### src/rtl/connect4_pkg.sv
// connect4_pkg: shared Connect-4 game encodings, board size and scheduler state/auto-pick constants
package connect4_pkg;
  localparam int NUM_COLS = 7;
  localparam int NUM_ROWS = 6;
  typedef enum logic [2:0] {
    GS_IDLE     = 3'd0,
    PLAYER_TURN = 3'd1,
    GS_DROP     = 3'd2,
    GS_CHECK    = 3'd3,
    GS_OVER     = 3'd4
  } state_t;
  typedef enum logic [2:0] {
    S_IDLE,
    S_HUMAN,
`ifdef AUTO_MOVE_EN
    S_AUTO_SEEK,
    S_AUTO_DROP,
`endif
    S_WAIT_ACK
  } sched_t;
  localparam logic [3*NUM_COLS-1:0] AUTO_ORDER = {3'd6, 3'd0, 3'd5, 3'd1, 3'd4, 3'd2, 3'd3};
endpackage

### src/rtl/turn_timer.sv
// turn_timer: per-turn tick/second countdown with a one-cycle expire strobe
// Ports: clk, reset (sync, active-high), load_i (restart at TURN_SECONDS),
//        en_i (count this cycle), seconds_left_o (registered), expire_o (wrap that reaches 0)
module turn_timer #(
  parameter int CYCLES_PER_SEC = 50_000_000,
  parameter int TURN_SECONDS   = 10
) (
  input  logic       clk,
  input  logic       reset,
  input  logic       load_i,
  input  logic       en_i,
  output logic [3:0] seconds_left_o,
  output logic       expire_o
);
  localparam int TW = CYCLES_PER_SEC > 1 ? $clog2(CYCLES_PER_SEC) : 1;
  logic [TW-1:0] tick_q;
  logic [3:0] sec_q;
  logic wrap;
  assign wrap = tick_q == TW'(CYCLES_PER_SEC - 1);
  assign expire_o = en_i && wrap && sec_q == 4'd1;
  assign seconds_left_o = sec_q;
  always_ff @(posedge clk) begin
    if (reset) begin
      tick_q <= '0;
      sec_q <= '0;
    end else if (load_i) begin
      tick_q <= '0;
      sec_q <= 4'(TURN_SECONDS);
    end else if (en_i) begin
      tick_q <= wrap ? '0 : tick_q + 1'b1;
      if (wrap && sec_q != 4'd0) sec_q <= sec_q - 1'b1;
    end
  end
endmodule

### src/rtl/connect4_turn_scheduler.sv
// connect4_turn_scheduler: gates player buttons into the game FSM, runs the turn countdown, plays a move on timeout
// Ports: clk, reset (sync, active-high), state_in (game FSM state), col_pos/col_full (selector and board),
//        btn_left/btn_right/btn_drop (button pulses) -> move_left/move_right/move_made, times_up,
//        seconds_left, auto_active (all registered).
// AUTO_MOVE_EN: defined = timeout seeks and drops automatically; undefined = times_up is held until the turn ends.
module connect4_turn_scheduler
  import connect4_pkg::*;
#(
  parameter int CYCLES_PER_SEC = 50_000_000,
  parameter int TURN_SECONDS   = 10,
  parameter int STEP_GAP       = 2
) (
  input  logic                clk,
  input  logic                reset,
  input  logic [2:0]          state_in,
  input  logic [2:0]          col_pos,
  input  logic [NUM_COLS-1:0] col_full,
  input  logic                btn_left,
  input  logic                btn_right,
  input  logic                btn_drop,
  output logic                move_left,
  output logic                move_right,
  output logic                move_made,
  output logic                times_up,
  output logic [3:0]          seconds_left,
  output logic                auto_active
);
  sched_t state_q;
  logic [2:0] state_in_q;
  logic move_left_q, move_right_q, move_made_q, times_up_q, auto_active_q;
  logic in_turn, entry, expire;
  assign in_turn = state_in == PLAYER_TURN;
  assign entry = in_turn && state_in_q != PLAYER_TURN;
  turn_timer #(
    .CYCLES_PER_SEC(CYCLES_PER_SEC),
    .TURN_SECONDS  (TURN_SECONDS)
  ) u_timer (
    .clk           (clk),
    .reset         (reset),
    .load_i        (state_q == S_IDLE && entry),
    .en_i          (state_q == S_HUMAN && in_turn),
    .seconds_left_o(seconds_left),
    .expire_o      (expire)
  );
`ifdef AUTO_MOVE_EN
  localparam int GW = $clog2(STEP_GAP + 1);
  logic [2:0] tgt_d, tgt_q;
  logic tgt_ok_d, tgt_ok_q;
  logic [GW-1:0] gap_q;
  // Scan in reverse so the earliest non-full column in the pick order wins.
  always_comb begin
    tgt_d = '0;
    tgt_ok_d = 1'b0;
    for (int i = NUM_COLS - 1; i >= 0; i--) begin
      if (!col_full[AUTO_ORDER[3*i +: 3]]) begin
        tgt_d = AUTO_ORDER[3*i +: 3];
        tgt_ok_d = 1'b1;
      end
    end
  end
`else
  localparam int unused_step_gap = STEP_GAP;
`endif
  always_ff @(posedge clk) begin
    if (reset) begin
      state_q <= S_IDLE;
      state_in_q <= '0;
      {move_left_q, move_right_q, move_made_q, times_up_q, auto_active_q} <= '0;
`ifdef AUTO_MOVE_EN
      tgt_q <= '0;
      tgt_ok_q <= 1'b0;
      gap_q <= '0;
`endif
    end else begin
      state_in_q <= state_in;
      {move_left_q, move_right_q, move_made_q, times_up_q} <= '0;
      case (state_q)
        S_IDLE: if (entry) state_q <= S_HUMAN;
        S_HUMAN:
          if (!in_turn) state_q <= S_IDLE;
          else if (expire) begin
            times_up_q <= 1'b1;
`ifdef AUTO_MOVE_EN
            state_q <= S_AUTO_SEEK;
            auto_active_q <= 1'b1;
            tgt_q <= tgt_d;
            tgt_ok_q <= tgt_ok_d;
            gap_q <= '0;
`else
            state_q <= S_WAIT_ACK;
`endif
          end else if (btn_drop) begin
            if (!col_full[col_pos]) begin
              move_made_q <= 1'b1;
              state_q <= S_WAIT_ACK;
            end
          end else if (btn_left ^ btn_right) begin
            move_left_q <= btn_left;
            move_right_q <= btn_right;
          end
`ifdef AUTO_MOVE_EN
        S_AUTO_SEEK:
          if (!in_turn || !tgt_ok_q) begin
            state_q <= S_IDLE;
            auto_active_q <= 1'b0;
          end else if (gap_q != '0) gap_q <= gap_q - 1'b1;
          else begin
            gap_q <= GW'(STEP_GAP - 1);
            if (col_pos == tgt_q) begin
              move_made_q <= 1'b1;
              state_q <= S_AUTO_DROP;
            end else begin
              move_right_q <= col_pos < tgt_q;
              move_left_q <= col_pos > tgt_q;
            end
          end
        S_AUTO_DROP: begin
          state_q <= S_WAIT_ACK;
          auto_active_q <= 1'b0;
        end
`endif
        S_WAIT_ACK: begin
`ifndef AUTO_MOVE_EN
          times_up_q <= times_up_q && in_turn;
`endif
          if (!in_turn) state_q <= S_IDLE;
        end
        default: state_q <= S_IDLE;
      endcase
    end
  end
  assign move_left = move_left_q;
  assign move_right = move_right_q;
  assign move_made = move_made_q;
  assign times_up = times_up_q;
  assign auto_active = auto_active_q;
endmodule

### config.mk
export PLATFORM = sky130hd
export DESIGN_NAME = connect4_turn_scheduler
export DESIGN_NICKNAME = d
export VERILOG_FILES = /design/src/rtl/connect4_pkg.sv /design/src/rtl/turn_timer.sv /design/src/rtl/connect4_turn_scheduler.sv
export SDC_FILE = /design/constraint.sdc
export NUM_CORES = 1
export LEC_CHECK = 0
export ABC_AREA = 0
export CORE_MARGIN = 2
export CORE_UTILIZATION = 35
export CTS_CLUSTER_DIAMETER = 80
export CTS_CLUSTER_SIZE = 8
export DETAILED_ROUTE_END_ITERATION = 12
export GPL_TIMING_DRIVEN = 0
export HOLD_SLACK_MARGIN = 0.1
export PLACE_DENSITY_LB_ADDON = 0.15
export SLEW_MARGIN = 10
export SYNTH_ARGS = -nofsm -noshare
export SYNTH_HDL_FRONTEND = slang
export SYNTH_HIERARCHICAL = 1
export SYNTH_SLANG_ARGS = --single-unit
### constraint.sdc
create_clock -name clk -period 3.2 [get_ports clk]
set_input_delay 0.64 -clock clk [delete_from_list [all_inputs] [get_ports clk]]
set_output_delay 0.64 -clock clk [all_outputs]
set_load 0.01 [all_outputs]
==> After elaboration in Yosys (flattened, before gate mapping) <==
Index checks and enable logic that the tools add are counted.
{ "totals": {"register_bits": 40, "input_bits": 18, "output_inout_bits": 9, "elab_cells": 61} }
{ "classes": {"addsub": 2, "order_cmp": 1, "bitwise": 5, "n_reduce_logical": 17, "eq_ne": 10, "muxes": 17} }
{ "ops": {"columns": ["operator", "n"], "rows": [
  ["$add 26x1->26 const B", 1],
  ["$eq 26x26->1 const B", 1],
  ["$mux 26", 1],
  ["$mux 3", 6],
  ["$mux 4", 3],
  ["$pmux 3 s3", 1],
  ["$ne 4x4->1 const B", 2],
  ["$logic_and 1x1->1", 7],
  ["$eq 3x1->1 const B", 2],
  ["$reduce_or 6->1", 1],
  ["$reduce_or 5->1", 1],
  ["$eq 4x1->1 const B", 1],
  ["$lt 3x4->1 const B", 1],
  ["$mux 1", 4],
  ["$ne 2x2->1 const B", 2],
  ["$not 1->1", 4],
  ["$reduce_and 2->1", 2],
  ["$reduce_and 4->1", 1],
  ["$reduce_bool 2->1", 2],
  ["$reduce_bool 4->1", 1],
  ["$sub 4x1->4 const B", 1],
  ["$bmux 1 s3", 1],
  ["$eq 3x2->1 const B", 1],
  ["$logic_not 3->1", 1],
  ["other kinds (4)", 4]
]} }

==> Depth between registers and ports, before layout <==
Gate-level depths: netlist (run 1).
{ "depth": {"word_depth": 7, "depth_mapped": 10, "ltp_nobuf": 10} }

==> Modules after synthesis <==
Netlist (run 1), hierarchy kept.
{ "modules_own_cells": {"columns": ["module", "seq_area_each_um2", "area_per_inst_um2", "cells_per_inst", "instances"], "rows": [
  ["turn_timer", 600.6, 1595.3, 187, 1],
  ["connect4_turn_scheduler", 180.2, 467.9, 47, 1]
]} }

==> Worst setup path before layout (run 1) <==
OpenSTA, ideal clock, no wires.
{ "synth_path": {"kind": "input-to-reg", "startpoint": "input port state_in[1]", "endpoint": "register state_q[1]", "path_stages": 9, "n_path_buf": 0, "t_required_ns": 3.114, "setup_ns": 0.086, "path_slack_ns": 0.633, "arrival_time_ns": 2.481, "path_cell_list": "nor3b_1 nand2_1 inv_1 nand4_2 or3_4 nor3_1 a21o_2 a21oi_1 a211oi_1"} }
{ "synth_between": {"elab_chain_cells": 7, "word_cells_on_any_way": 13, "cone_classes": "eq/ne (5); mux (3); reduce/logical (5)"} }
{ "synth_rtl": {"columns": ["item", "line_no", "source"], "rows": [
  ["start: declaration", "connect4_turn_scheduler.sv:15", "input logic [2:0] state_in,"],
  ["$eq 3x1->1 *", "connect4_turn_scheduler.sv:32", "assign in_turn = state_in == PLAYER_TURN;"],
  ["$logic_and 1x1->1 *", "connect4_turn_scheduler.sv:41", ".en_i (state_q == S_HUMAN && in_turn),"],
  ["$logic_and 1x1->1 * (2 in series)", "turn_timer.sv:20", "assign expire_o = en_i && wrap && sec_q == 4'd1;"],
  ["named net expire", "connect4_turn_scheduler.sv:31", "logic in_turn, entry, expire;"],
  ["$mux 3", "connect4_turn_scheduler.sv:81", "else if (expire) begin"],
  ["$mux 3", "connect4_turn_scheduler.sv:80", "if (!in_turn) state_q <= S_IDLE;"],
  ["$pmux 3 s3", "connect4_turn_scheduler.sv:77", "case (state_q)"],
  ["end signal: assignment", "connect4_turn_scheduler.sv:78", "S_IDLE: if (entry) state_q <= S_HUMAN;"],
  ["end signal: assignment", "connect4_turn_scheduler.sv:80", null],
  ["end signal: assignment", "connect4_turn_scheduler.sv:90", "state_q <= S_WAIT_ACK;"],
  ["end: declaration", "connect4_turn_scheduler.sv:28", "sched_t state_q;"]
]} }
The timed path passes the listed nets; every way through them passes the cells marked *.
A chain may end at the register's enable or synchronous reset.

==> Worst setup path in the final report (run 1) <==
{ "layout_path": {"startpoint": "input port state_in[0]", "endpoint": "register u_timer.tick_q[0]"} }
{ "layout_between": {"elab_chain_cells": 4, "word_cells_on_any_way": 5, "cone_classes": "eq/ne (1); reduce/logical (4)"} }
{ "layout_rtl": {"columns": ["item", "line_no", "source"], "rows": [
  ["$eq 3x1->1 *", "connect4_turn_scheduler.sv:32", null],
  ["$logic_and 1x1->1", "connect4_turn_scheduler.sv:33", "assign entry = in_turn && state_in_q != PLAYER_TURN;"],
  ["$logic_and 1x1->1", "connect4_turn_scheduler.sv:40", ".load_i (state_q == S_IDLE && entry),"],
  ["$reduce_or 2->1 (no line)", null, null],
  ["end signal: assignment", "turn_timer.sv:30", "tick_q <= wrap ? '0 : tick_q + 1'b1;"],
  ["end: declaration", "turn_timer.sv:16", "logic [TW-1:0] tick_q;"]
]} }
Every way passes the cells marked *; elsewhere a longest branch is shown, timed or not.

==> impl_results.md, run 1 <==
* Reg2reg setup slack at 0.77 ns
* Area Growth Syn to Fin at 21.6%
* Avg Inst Size Synth at 8.82 µm²
* DRC at 0
* Ant diodes at 0
* CP arrival at 3.12 ns
* Via count of the first global-routing pass at 1698
* Die Ht at 80.8 µm
* Power Density at 379 nW/µm²
* DR WL/cell at 13.1 µm
* Worst-path clk slew at 0.09 ns
* Max Fclk at 0.339 GHz
* CTS Hold Bufs at 0
* Number of distinct library cells after synthesis at 49
* Cell taking the most area after synthesis: dfxtp_1
* First-pass GRT wire length at 7790 µm
* Placed Cells at 331
* Post-route minimum period at 2.95 ns
* Worst path cell trace: clkdlybuf4s50_1 > nor3b_2 > nand2_1 > inv_1 > nand4_2 > or3_4 > o21ai_0 > buf_2 > nor2_1
* Worst R2R Path Depth at 9
* Worst EP required at 3.38 ns
* Worst skew pair latency at 0.30 ns
* GR Overflow Total at 0
* Setup Skew at 0.0112 ns
* Worst r2r src: state_q[1]$_SDFFE_PP0P_
* Iter 0 DRT Violations at 93
* Dpl hpwl at 3290 µm
* DRT antenna net count at 0
* Status: finished clean
* Top FF cell, synth: dfxtp_1
* CTS sink cnt at 39
* Htree depth at 2
* Worst Path Max Fanout at 10
* WP depth at 9
* Largest net degree at the start of global routing at 14
* CTS Buf Count at 5
* CTS root buffer: clkbuf_8
* Total GRT Usage at 15.3%
* Type of the worst setup path: input pin to flip-flop
* Cell family with most CP delay: simple AND/OR/NAND/NOR gates
* Period utilization at 92.1%
* Slack of the critical path at 0.254 ns
* Commonest non-fill, non-tap cell in the layout: dfxtp_1
* Hold crit path type: flip-flop to flip-flop
* Crit end category: flip-flop
* Die X at 80.8 µm
* Num rows at 27
* Worst path max stage delay at 0.48 ns
* Post-CTS setup buffers at 0
* Syn_nets at 259
* Share of layout cells above drive strength 1 at 12.0%
* Number of synthesized flops with an enable pin at 0
* Max Root-Sink Buffers at 2
* WP buf/inv at 3
* DIE AREA at 6530 µm²
* Post-Route WL at 4430 µm
* Net total in the final layout at 291
* Initial Util at 36.8%
* Number of gates resized after cts at 1
* Synth Instances at 234
* Peak VDD IR at 0.142 mV
* Slowest CP cell: or3_4
* Seq/Total Area, Yosys at 37.8%
* Seq cells post-synth at 39
* Most frequent cells in the layout: 39 x dfxtp_1, 25 x clkdlybuf4s50_1, 19 x nor2_1
* Fin. max-slew vios at 0
* Ports at 27
* CORE AREA at 5610 µm²
* Via density at 5.32
* Leak at 0.000845 µW
* Worst reg2reg endpoint: u_timer/tick_q[0]$_SDFFE_PP0P_
* PortBufs at 25
* Critical Path Source: state_in[0]
* YS warnings at 6
* Synth top area share at 37.8%
* Setup crit end: u_timer/tick_q[0]$_SDFFE_PP0P_
* DR vias at 1802
* Pre-CTS WS at -0.376 ns
* Top cells by area, synth: dfxtp_1 38%, ha_1 4.2%, nor2_1 3.5%
* Initial antenna violation count at 0
* Pre-Repair DR Iteration Count at 4
* Final Hold Viols at 0
* RSZ-0062 raised after global routing: false
* Post-route insts no fill at 339
* Critical path startpoint category: input pin
* Cell area after synthesis at 2060 µm²
* Max cap viols at 0
* RePlAce Congestion at 0.811
* Final setup viols at 0
* Post-synthesis async set-or-reset flop share at 0%
* CTS tree: built
-- worst min-delay path, delay by kind of cell, from the launching register on --
| family | cells | cell delay [ns] |
|---|---|---|
| AOI/OAI and AO/OA | 2 | 0.13 |
| DFF | 1 | 0.35 |
-- cells by family after synthesis --
group / synth area share [%]
compound gates: 13.4
xor+xnor: 5.09
fa+ha+maj: 4.24
buf+inv: 4.00
flops: 37.8
mux: 3.03
other cells: 0.182
simple gates: 32.2
-- sequential cells by signal (all words and copies together) (netlist names) --
register / count
move_left: 1
move_made: 1
move_right: 1
state_in_q: 3
state_q: 2
times_up: 1
u_timer/seconds_left_o: 4
u_timer/tick_q: 26
-- through the flow --
| stage | area (µm²) | hold WS [ns] | setup TNS (ns) | power (µW) | utilization, % |
|---|---|---|---|---|---|
| 6_report | 2510 | 0.515 | 0 | 950 | 44.7 |
| 5_1_grt | 2510 | 0.543 | 0 | 1000 | 44.7 |
| 4_1_cts | 2500 | 0.507 | 0 | 966 | 44.5 |
| 3_5_place_dp | 2400 | 0.496 | -6.58 | 629 | 42.9 |
| 3_3_place_gp | 2400 | 0.489 | -7.04 | 630 | 42.9 |
| 2_1_floorplan | 2060 | 0.455 | 0 | 584 | - |
-- how the worst min path moves through the flow --
stage	start	to	depth (start not counted)
global route	u_timer/tick_q[25]$_SDFFE_PP0P_	u_timer/tick_q[25]$_SDFFE_PP0P_	2
finish	u_timer/tick_q[25]$_SDFFE_PP0P_	u_timer/tick_q[25]$_SDFFE_PP0P_	2
CTS	u_timer/tick_q[25]$_SDFFE_PP0P_	u_timer/tick_q[25]$_SDFFE_PP0P_	2
global placement	u_timer/tick_q[25]$_SDFFE_PP0P_	u_timer/tick_q[25]$_SDFFE_PP0P_	2
detailed placement	u_timer/tick_q[25]$_SDFFE_PP0P_	u_timer/tick_q[25]$_SDFFE_PP0P_	2
floorplan	u_timer/tick_q[25]$_SDFFE_PP0P_	u_timer/tick_q[25]$_SDFFE_PP0P_	2
-- final cells by class --
type | instances | area [µm²]
Sequential cell | 39 | 781
Clock inverter | 3 | 20.0
Inverter | 8 | 30.0
Tap cell | 72 | 90.1
Multi-Input combinational cell | 177 | 1220
Timing Repair Buffer | 25 | 250
Buffer | 10 | 52.6
Clock buffer | 5 | 68.8
Fill cell | 586 | 3100
-- synthesized netlist by cell type, types with 6 or more instances --
library cell,instances
dfxtp_1,39
nor2_1,19
a21oi_1,14
nand2_1,13
nand3_1,11
o21ai_0,10
or3_1,10
nand4_1,9
inv_1,8
ha_1,7
nor4b_1,7
or4_1,7
buf_2,6
xnor2_1,6
xor2_1,6
-- metal layers --
| metal | track usage [%] | part of all wire (%) | vias up | wire length (µm) |
|---|---|---|---|---|
| met1 | 20.5 | 50 | 833 | 2200 |
| met4 | 4.92 | 2.0 | 0 | 87 |
| li1 | - | - | 930 | - |
| met2 | 23.6 | 44 | 32 | 1930 |
| met5 | 0 | 0 | - | 0 |
| met3 | 4.78 | 4.8 | 7 | 213 |
-- power by group --
group	internal, µW	switching [µW]	leakage, µW	total [µW]
combinational	58.5	57.7	0.000489	116
clock	152	181	0.0000402	332
sequential	495	6.79	0.000315	502
total	705	245	0.000845	950
Power figures use the tool's default switching activity.
==> run 2: changes to the inputs <==
--- a/config.mk
+++ b/config.mk
@@ -13,7 +13,6 @@
 export DETAILED_ROUTE_END_ITERATION = 12
 export GPL_TIMING_DRIVEN = 0
 export HOLD_SLACK_MARGIN = 0.1
-export PLACE_DENSITY_LB_ADDON = 0.15
 export SLEW_MARGIN = 10
 export SYNTH_ARGS = -nofsm -noshare
 export SYNTH_HDL_FRONTEND = slang
==> run 2 against run 1 <==
Clock skew fell by 0.0054 ns. First-iteration DRC count rose by 19%. Combinational power barely moved. Fmax fell by 0.40%. Cell count did not move. Global-route usage fell by 0.32 points. Flip-flop and latch count did not move. Sequential share of layout area barely moved. Count of clock-buffer cells in the layout rose by 1. Clock power fell by 2%. Setup slack got worse by 0.012 ns. Critical path depth did not move. Critical endpoint unchanged. Largest power group unchanged.
==> impl_results.md, run 2 (synthesized netlist as in run 1, its figures left out) <==
* Total power at 946 µW
* Worst Path Max Fanout at 10
* Max Root-Sink Buffers at 2
* Pre-CTS WS at -0.422 ns
* Type of the worst setup path: input pin to flip-flop
* Max cap viols at 0
* First-pass GRT wire length at 7660 µm
* Worst path cell trace: clkdlybuf4s50_1 > nor3b_2 > nand2_1 > inv_1 > nand4_2 > or3_4 > o21ai_0 > buf_2 > nor2_1
* DRC at 0
* Slowest CP cell: clkdlybuf4s50_1
* Final setup viols at 0
* CORE AREA at 5610 µm²
* Cell family with most CP delay: simple AND/OR/NAND/NOR gates
* Worst-path clk slew at 0.08 ns
* DR vias at 1824
* Setup Skew at 0.00579 ns
* Net total in the final layout at 291
* Dpl hpwl at 3250 µm
* Initial Util at 36.8%
* WP buf/inv at 3
* CTS root buffer: clkbuf_8
* Via count of the first global-routing pass at 1659
* Critical path startpoint category: input pin
* Initial antenna violation count at 0
* GR Overflow Total at 0
* CTS tree: built
* Ant diodes at 0
* Largest net degree at the start of global routing at 13
* Reg2reg setup slack at 0.79 ns
* Design Area, Final at 2500 µm²
* Period utilization at 92.4%
* DR WL/cell at 13.3 µm
* Max Fclk at 0.338 GHz
* Area Growth Syn to Fin at 21.4%
* DIE AREA at 6530 µm²
* Slack of the critical path at 0.242 ns
* Pre-Repair DR Iteration Count at 4
* Setup TNS at 0 ns
* CTS sink cnt at 39
* Most flops, register: u_timer/tick_q
* Post-route minimum period at 2.96 ns
* Total GRT Usage at 15.0%
* Via density at 5.38
* Commonest non-fill, non-tap cell in the layout: dfxtp_1
* Hold crit path type: flip-flop to flip-flop
* RSZ-0062 raised after global routing: false
* DP Area at 2400 µm²
* Worst skew pair latency at 0.29 ns
* Die X at 80.8 µm
* Max reg flops at 26
* Peak VDD IR at 0.175 mV
* Power Density at 378 nW/µm²
* Fin. max-slew vios at 0
* RePlAce Congestion at 0.821
* Worst path max stage delay at 0.47 ns
* Die Ht at 80.8 µm
* CP arrival at 3.14 ns
* Crit end category: flip-flop
* Worst EP required at 3.38 ns
* Ports at 27
* Num rows at 27
* CTS Buf Count at 5
* PortBufs at 25
* Final Hold Viols at 0
* Status: finished clean
* Share of layout cells above drive strength 1 at 11.6%
* Post-Route WL at 4510 µm
* DRT antenna net count at 0
* Most frequent cells in the layout: 39 x dfxtp_1, 25 x clkdlybuf4s50_1, 19 x nor2_1
* Htree depth at 2
* Leak at 0.000846 µW
* Iter 0 DRT Violations at 111
run 2: cell types whose count changed in the layout (fill, tap and decap cells not counted), sizes merged:
cell,before,now
clkbuf,7,8
clkinvlp,2,1
run 2: area by class of cell:
type	instances	area, µm²
multi-input cells	177	1220
clock buffers	6	72.6
repair buffers	25	250
inverters	8	30.0
well taps	72	90.1
fillers	565	3100
plain buffers	10	52.6
flip-flops and latches	39	781
clock inverters	2	12.5
run 2: routing by layer:
layer  track usage [%]  wire [µm]  vias to the layer above
met1              20.6       2280                      834
met5                 0          0                        -
met4              5.93         55                        0
met2              22.6       1970                       51
met3              3.78        205                        6
li1                  -          -                      933
run 2: final timing paths:
kind,from,end,cells after the start
max,state_in[0],u_timer/tick_q[0]$_SDFFE_PP0P_,9
min,u_timer/tick_q[25]$_SDFFE_PP0P_,u_timer/tick_q[25]$_SDFFE_PP0P_,2
max reg2reg,state_q[1]$_SDFFE_PP0P_,u_timer/tick_q[0]$_SDFFE_PP0P_,9
min reg2reg,u_timer/tick_q[25]$_SDFFE_PP0P_,u_timer/tick_q[25]$_SDFFE_PP0P_,2
run 2: worst min-delay path, stage by stage (launching register included):
cell	delay, ns
dfxtp_1	0.34
o31ai_1	0.07
a21oi_1	0.05
run 2: repair_timing:
item	4_1_cts	5_1_grt
gates cloned	0	0
setup endpoints to repair	6	29
setup buffers	0	0
pin swaps	0	0
hold endpoints to repair	0	0
hold buffers	0	0
resized for setup	1	2
run 2: metrics by stage:
step	cells	utilization (%)	hold slack, ns
finish	339	44.7	0.504
global route	339	44.7	0.539
CTS	339	44.5	0.505
detailed placement	331	42.9	0.495
global placement	331	42.9	0.486
floorplan	234	-	0.455
run 2: where the power goes:
| group | leakage [µW] | switching (µW) | internal, µW |
|---|---|---|---|
| sequential | 0.000315 | 6.76 | 495 |
| clock | 0.0000412 | 174 | 152 |
| combinational | 0.000489 | 59.2 | 58.8 |
==> run 3: changes to the inputs <==
--- a/config.mk
+++ b/config.mk
@@ -7,12 +7,13 @@
 export LEC_CHECK = 0
 export ABC_AREA = 0
 export CORE_MARGIN = 2
-export CORE_UTILIZATION = 35
+export CORE_UTILIZATION = 54
 export CTS_CLUSTER_DIAMETER = 80
 export CTS_CLUSTER_SIZE = 8
 export DETAILED_ROUTE_END_ITERATION = 12
 export GPL_TIMING_DRIVEN = 0
 export HOLD_SLACK_MARGIN = 0.1
+export PLACE_DENSITY = 0.78
 export SLEW_MARGIN = 10
 export SYNTH_ARGS = -nofsm -noshare
 export SYNTH_HDL_FRONTEND = slang
==> run 3 against run 2 <==
Global-route usage is 8.4 points higher. Sequential power hardly changed. Sequential share of layout area is 0.19 points higher. Largest power group unchanged. Setup slack better by 0.012 ns. Hold slack better by 0.019 ns. Clock power is 12% higher. Critical endpoint is now times_up$_SDFF_PP0_. Die area is 34% lower.
==> impl_results.md, run 3 (synthesized netlist as in run 1, its figures left out) <==
* Status: finished clean
* Share of layout cells above drive strength 1 at 11.6%
* Final setup viols at 0
* CTS Hold Bufs at 0
* Max Root-Sink Buffers at 2
* Die X at 65.8 µm
* DRT antenna net count at 0
* Number of gates resized after cts at 1
* Setup Skew at 0.00803 ns
* WP buf/inv at 2
* Peak VDD IR at 0.269 mV
* Hold crit path type: flip-flop to flip-flop
* CORE AREA at 3660 µm²
* Type of the worst setup path: input pin to flip-flop
* Most flops, register: u_timer/tick_q
* Ant diodes at 0
* Power Density at 396 nW/µm²
* CTS Buf Count at 5
* Worst hold endpoint: u_timer/tick_q[23]$_SDFFE_PP0P_
* Critical Path Source: state_in[1]
* Num rows at 22
* Critical path startpoint category: input pin
* Worst path max stage delay at 0.47 ns
* Most frequent cells in the layout: 39 x dfxtp_1, 25 x clkdlybuf4s50_1, 19 x nor2_1
* Worst reg2reg endpoint: times_up$_SDFF_PP0_
* PortBufs at 25
* Max Fclk at 0.339 GHz
* DR vias at 1865
* Via count of the first global-routing pass at 1705
* Slowest CP cell: or3_4
* Via density at 5.92
* RSZ-0062 raised after global routing: false
* CTS root buffer: clkbuf_8
* Iter 0 DRT Violations at 132
* Ports at 27
* Post-CTS setup buffers at 0
* Cell family with most CP delay: simple AND/OR/NAND/NOR gates
* CTS tree: built
* Pre-Repair DR Iteration Count at 4
* Die Ht at 65.8 µm
* Worst EP required at 3.39 ns
* Area Growth Syn to Fin at 20.7%
* DR WL/cell at 14.3 µm
* DP Area at 2370 µm²
* Dpl hpwl at 3320 µm
* First-pass GRT wire length at 7760 µm
* Commonest non-fill, non-tap cell in the layout: dfxtp_1
* Max reg flops at 26
* Crit end category: flip-flop
* DRC at 0
* Setup TNS at 0 ns
* Worst Path Max Fanout at 6
* Period utilization at 92.1%
* Worst-path clk slew at 0.08 ns
* Min-Delay Path Depth at 2
* Initial Util at 56.4%
* Post-Route WL at 4490 µm
* Design Area, Final at 2490 µm²
* Worst r2r src: state_q[1]$_SDFFE_PP0P_
* Total power at 987 µW
* Reg2reg setup slack at 0.74 ns
* Final Hold Viols at 0
* CP arrival at 3.14 ns
* Total GRT Usage at 23.4%
* Max cap viols at 0
* Pre-CTS WS at -0.463 ns
* Post-route minimum period at 2.95 ns
* Net total in the final layout at 291
* Slack of the critical path at 0.254 ns
* Filler cells at 301
* Htree depth at 2
* Fin. max-slew vios at 0
* Leak at 0.000856 µW
* RePlAce Congestion at 0.755
* DIE AREA at 4330 µm²
* Hold Path Origin: u_timer/tick_q[23]$_SDFFE_PP0P_
* Largest net degree at the start of global routing at 12
* Worst skew pair latency at 0.29 ns
* CTS sink cnt at 39
* GR Overflow Total at 0
* Worst R2R Path Depth at 9
* Initial antenna violation count at 0
* Worst path cell trace: clkdlybuf4s50_1 > nor3b_2 > nand2_1 > inv_1 > nand4_2 > or3_4 > nor3_4 > a22oi_1 > nor4bb_1
==> run 3: changes by cell type in the layout (fill, tap and decap cells not counted), sizes merged <==
| cell | change |
|---|---|
| clkbuf | +2 |
| clkinv | -1 |
| clkinvlp | -1 |
==> run 3: cell type report <==
| class | count | area (µm²) | share of cell area [%] |
|---|---|---|---|
| multi-input combinational | 177 | 1220 | 48.8 |
| tap | 48 | 60.1 | 2.41 |
| buffer | 10 | 52.6 | 2.11 |
| sequential | 39 | 781 | 31.4 |
| timing repair buffer | 25 | 250 | 10.1 |
| clock buffer | 8 | 100 | 4.02 |
| inverter | 8 | 30.0 | 1.21 |
==> run 3: power by group <==
part | switching, µW | internal, µW | total [µW]
clock network | 169 | 197 | 366
logic | 59.9 | 58.9 | 119
registers | 7.19 | 495 | 502
==> run 3: tightest hold or removal path, delay by kind of cell (launching register included) <==
| kind | cells | cell delay [ns] |
|---|---|---|
| DFF | 1 | 0.34 |
| AOI/OAI and AO/OA | 2 | 0.14 |
==> run 3: worst max-delay path by stage <==
stage / to / cells after the start / slack, ns
finish: times_up$_SDFF_PP0_ / 9 / 0.25
floorplan: state_q[1]$_SDFFE_PP0P_ / 9 / 0.63
detailed placement: times_up$_SDFF_PP0_ / 9 / -0.46
global placement: state_q[0]$_SDFFE_PP0P_ / 10 / -0.30
global route: u_timer/tick_q[1]$_SDFFE_PP0P_ / 9 / 0.06
CTS: times_up$_SDFF_PP0_ / 9 / 0.01
==> run 3: per-stage QoR <==
stage	hold WS [ns]	utilization, %	instances
floorplan	0.455	-	234
global placement	0.487	64.8	307
detailed placement	0.510	64.8	307
CTS	0.521	67.7	315
global route	0.543	68.0	315
finish	0.523	68.0	315
==> run 3: routing by layer <==
metal / routed length, µm / global-route usage [%] / up-vias
li1: - / - / 939
met1: 2130 / 31.4 / 886
met2: 2150 / 36.2 / 31
met3: 141 / 5.96 / 9
met4: 68 / 8.59 / 0
met5: 0 / 0 / -
